[src/rtl/s2p_framer.sv]
// Serial-to-parallel framer: packs DEPTH words of W bits into one frame
// behind a double-buffered valid/ready output stage with early flush.
module s2p_framer #(
  parameter int W         = 16,
  parameter int DEPTH     = 8,
  parameter int FIRST_MSB = 1,
  localparam int CW       = $clog2(DEPTH+1)
) (
  input  logic             clk,
  input  logic             rst_n,
  input  logic             in_valid,
  input  logic [W-1:0]     in_data,
  output logic             in_ready,
  input  logic             flush,
  output logic             out_valid,
  input  logic             out_ready,
  output logic [W*DEPTH-1:0] out_data,
  output logic [CW-1:0]    out_count,
  output logic             busy
);

  localparam int FW = W*DEPTH;
  localparam logic [0:0] FILL = 1'b0;
  localparam logic [0:0] PEND = 1'b1;

  logic [FW-1:0] acc, acc_n, load_data;
  logic [CW-1:0] cnt, cnt_n, load_cnt, pos;
  logic [0:0]    state, state_n;
  logic          flush_pend, flush_pend_n;
  logic          hold_free, beat, full, load;

  assign hold_free = !out_valid | out_ready;
  assign in_ready  = rst_n & (state == FILL);
  assign beat      = in_valid & in_ready;
  assign busy      = (cnt != '0) | (state == PEND);
  assign pos       = (FIRST_MSB != 0) ? (CW'(DEPTH-1) - cnt) : cnt;

  always_comb begin
    acc_n        = acc;
    cnt_n        = cnt;
    state_n      = state;
    flush_pend_n = flush_pend;
    load         = 1'b0;
    load_data    = acc;
    load_cnt     = cnt;
    full         = 1'b0;
    unique case (state)
      FILL: begin
        if (beat) begin
          for (int k = 0; k < DEPTH; k++) begin
            if (CW'(k) == pos) acc_n[k*W +: W] = in_data;
          end
          cnt_n = cnt + CW'(1);
        end
        full = (cnt_n == CW'(DEPTH));
        // a full frame absorbs a same-cycle flush
        if (full || (flush && cnt_n != '0)) begin
          if (hold_free) begin
            load      = 1'b1;
            load_data = acc_n;
            load_cnt  = cnt_n;
            acc_n     = '0;
            cnt_n     = '0;
          end else begin
            state_n      = PEND;
            flush_pend_n = !full;
          end
        end
      end
      PEND: begin
        if (hold_free) begin
          load         = 1'b1;
          acc_n        = '0;
          cnt_n        = '0;
          state_n      = FILL;
          flush_pend_n = 1'b0;
        end
      end
      default: state_n = FILL;
    endcase
  end

  always_ff @(posedge clk or negedge rst_n) begin
    if (!rst_n) begin
      acc        <= '0;
      cnt        <= '0;
      state      <= FILL;
      flush_pend <= 1'b0;
      out_valid  <= 1'b0;
      out_data   <= '0;
      out_count  <= '0;
    end else begin
      acc        <= acc_n;
      cnt        <= cnt_n;
      state      <= state_n;
      flush_pend <= flush_pend_n;
      out_valid  <= load | (out_valid & !out_ready);
      if (load) begin
        out_data  <= load_data;
        out_count <= load_cnt;
      end
    end
  end

endmodule

[config.mk]
export PLATFORM = sky130hd
export DESIGN_NAME = s2p_framer
export DESIGN_NICKNAME = d
export VERILOG_FILES = /design/src/rtl/s2p_framer.sv
export SDC_FILE = /design/constraint.sdc
export NUM_CORES = 1
export LEC_CHECK = 0
export ABC_AREA = 1
export BUFFER_PORTS_ARGS = -buffer_cell sky130_fd_sc_hd__buf_4
export CAP_MARGIN = 30
export CORE_UTILIZATION = 30
export DETAILED_ROUTE_END_ITERATION = 7
export PLACE_DENSITY_LB_ADDON = 0.2
export SYNTH_ARGS = -nofsm -noshare
export SYNTH_HDL_FRONTEND = slang
export SYNTH_SLANG_ARGS = --single-unit
[constraint.sdc]
create_clock -name clk -period 2.5 [get_ports clk]
set_input_delay 0.375 -clock clk [delete_from_list [all_inputs] [get_ports clk]]
set_output_delay 0.375 -clock clk [all_outputs]
set_load 0.05 [all_outputs]
==> summary.md <==
| Metric | Value |
|---|---|
| Outcome | `finished clean` |
| Fin crit period | `2350 ps` |
| Setup ws final | `153 ps` |
| Top Ports | `156` |
| Worst vdd ir | `0.000538 V` |
| Drt total wl | `59.2 mm` |
| Worst slew pin tran | `904 ps` |
| Pint | `11400 uW` |
| TritonCTS Buffers | `35` |
| Slew headroom | `0.397` |
| Drt wl/cell | `17.7 um` |
| WL met1 | `26.6 mm` |
| Endpoint class of the critical path | `flop` |
| Setup_tns | `0 ps` |
| Critical R2R Launch | `cnt[1]` |
| Reg2Reg Depth | `12` |
| Initial antenna violation count | `0` |
| DRC | `0` |
| Fmax | `0.426 GHz` |
| Post-Syn Nets | `2566` |
| Nets | `2652` |
| Post-DRT Antenna Nets | `0` |
| I/O Buffers | `155` |
| Final Util | `0.368` |
| CTS clk-pin slew, worst paths | `60 ps` |
| GPL Wtd Cong | `0.856` |
| Max H-tree Level | `2` |
| # Max-Cap Violations | `0` |
| Synth Area in Simple Gates | `0.424` |
| Diode count | `0` |
| Net Sw Power | `9800 uW` |
| Largest family of logic cells by synthesized area | `simple AND/OR/NAND/NOR gates` |
| FF-to-FF End | `out_data[127]` |
| Via-per-instance ratio | `4.98` |
| Die H | `233 um` |
| Crit start category | `input port` |
| Initial Util | `0.304` |
| RSZ-0062 raised after global routing | `yes` |
| Worst-path maximum fanout | `12` |
| Die area | `54200 um^2` |
| CTS tree | `built` |
| Top sig layer | `met4` |
| Layout fillers | `5615` |
| Final hold viol count | `0` |
| Power density cells | `1100 nW/um^2` |
| Synth Area in Compound Gates | `0.0759` |
| Crit path launch | `rst_n` |
| Switching Share | `0.462` |
| First-pass GRT wire length | `91.4 mm` |
| Clk_lat worst skew | `550 ps` |
| DRT iter0 DRCs | `1248` |
| Ratio of cells with drive above 1 in the final layout | `0.109` |
| Synth Area in XOR/XNOR | `0.000548` |
| Mux cell area share after synthesis | `0` |
| Worst hold slack | `225 ps` |
| CTS Buffer Depth | `3` |
| CP arrival | `2830 ps` |
| Core Area | `52600 um^2` |
| Routed wl met2 | `26.6 mm` |
| Crit path capture | `out_data[51]` |
| Cell Rows | `84` |
| Metal3 WL | `3.81 mm` |
| Sequential-to-total area share from yosys stat | `0.417` |
| Worst slack, placed | `113 ps` |
| GR Overflow Total | `0` |
| YS warnings | `0` |
| DR vias | `16.6k` |
| Clock group share of total power | `0.245` |
| Die Width | `233 um` |
| Max-slew violation count | `0` |
| Pre-Repair DR Iteration Count | `5` |
| Post-Syn Area per Cell | `6.29 um^2` |
| Reg2reg setup slack | `180 ps` |
| Seq pwr share | `0.286` |
| Critical setup path kind | `in2reg` |
| Combinational share of power | `0.469` |
| Clock root cell | `clkbuf_16` |
| Total track usage | `0.217` |
| Worst Hold Class | `in2async` |
| Cell variety after synth | `21` |
| Clock Sinks | `266` |
| Endpoints failing setup | `0` |
| Vias in the first global route | `16.0k` |
| Layout area overhead | `21.2%` |
| Cells after Synth | `2541` |
| Clock skew | `22.6 ps` |
| Dpl hpwl | `34.4 mm` |
| Crit path required time | `2990 ps` |
| Final worst path period share | `0.939` |
| Mapped Area | `16000 um^2` |
| Post-synthesis adder-cell area fraction | `0.00313` |
| LEAKAGE | `0.0107 uW` |
| Largest net degree at the start of global routing | `148` |
| Synth Register Bits | `266` |
[registers in the layout, summed over array words and instances (netlist names)]
name,count
acc,128
out_count,4
cnt,4
state,1
out_data,128
out_valid,1
[final cells by class]
| class | instances | area, um^2 | area share |
|---|---|---|---|
| clock buffer | 51 | 1030 | 0.0531 |
| clock inverter | 11 | 133 | 0.00685 |
| inverter | 149 | 568 | 0.0293 |
| multi-input combinational | 1956 | 8100 | 0.418 |
| sequential | 266 | 6660 | 0.344 |
| tap | 688 | 861 | 0.0445 |
| timing repair buffer | 219 | 2010 | 0.104 |
[cells in the final DEF (no fill, tap or decap), types with 2 or more instances in the layout]
cell type,instances
a21oi_1,23
buf_12,17
buf_16,5
buf_4,191
buf_6,2
bufinv_16,3
clkbuf_1,9
clkbuf_16,39
clkbuf_8,5
clkinv_2,8
dfrtp_1,265
ha_1,4
inv_1,145
inv_2,2
nand2_1,1326
nand2_4,5
nand3_1,261
nand4_1,2
nor2_1,112
nor2_2,2
o21ai_0,211
o21ai_1,5
[kinds of logic after synthesis]
group / Yosys count
xor gates and xnor gates: 1
AOI/OAI and AO/OA: 240
and+or+nand+nor: 1711
DFF: 266
buffers and inverters: 319
adders and majority gates: 4
[timing repair]
action	4_1_cts	5_1_grt
hold endpoints to repair	42	0
buffers inserted	0	0
endpoints found under the setup margin	0	67
gates resized for setup	0	10
hold buffers	1	0
[worst max-delay path, cell delays in order]
cell           delay (ps)
dlygate4sd3_1         570
buf_8                 160
nand3_2               220
nor2_1                230
xor2_2                250
nand2_4               140
nand3_1               190
nand2_4               130
inv_8                 150
buf_4                 220
nand2_1               110
nand2_1                70
[Yosys cell counts]
cell	n	share of area
inv_1	145	0.034
buf_4	2	0.00094
nand3_2	1	0.00063
nor2_1	115	0.027
buf_1	10	0.0024
dfrtp_1	266	0.42
o21ai_1	4	0.0013
buf_2	53	0.017
o21ai_4	1	0.0010
clkbuf_1	105	0.025
nor3_2	1	0.00063
inv_2	3	0.00070
nand2_2	3	0.0012
a21oi_1	23	0.0072
nand4_1	2	0.00078
xor2_1	1	0.00055
clkinv_1	1	0.00023
nand2_1	1328	0.31
nand3_1	261	0.082
o21ai_0	212	0.066
ha_1	4	0.0031
[per-layer routing]
metal | up-vias | track usage
li1 | 8080 | -
met1 | 7887 | 0.298
met2 | 575 | 0.340
met3 | 100 | 0.0298
met4 | 0 | 0.0888
met5 | - | 0
[power groups by stage]
stage / Sequential (uW) / Combinational [uW] / Clock (uW)
after floorplan: 7550 / 5080 / 0
after global placement: 6100 / 9640 / 0
after detailed placement: 6130 / 9840 / 0
after CTS: 6080 / 9880 / 5330
after global routing: 6200 / 10900 / 5460
final: 6080 / 9950 / 5190
[worst min-delay path by stage]
| stage | slack (ps) | to |
|---|---|---|
| floorplan | 80 | acc[0] |
| global placement | 190 | cnt[3] |
| detailed placement | 190 | cnt[3] |
| CTS | 210 | cnt[3] |
| global route | 240 | cnt[3] |
| finish | 220 | cnt[3] |
[through the flow]
stage	area (um^2)	cells	power [uW]
5_1_grt	19400	3340	22600
4_1_cts	19300	3338	21300
3_5_place_dp	18100	3275	16000
6_report	19400	3340	21200
3_3_place_gp	18000	3273	15700
2_1_floorplan	16000	2541	12600
Power figures use the tool's default switching activity.
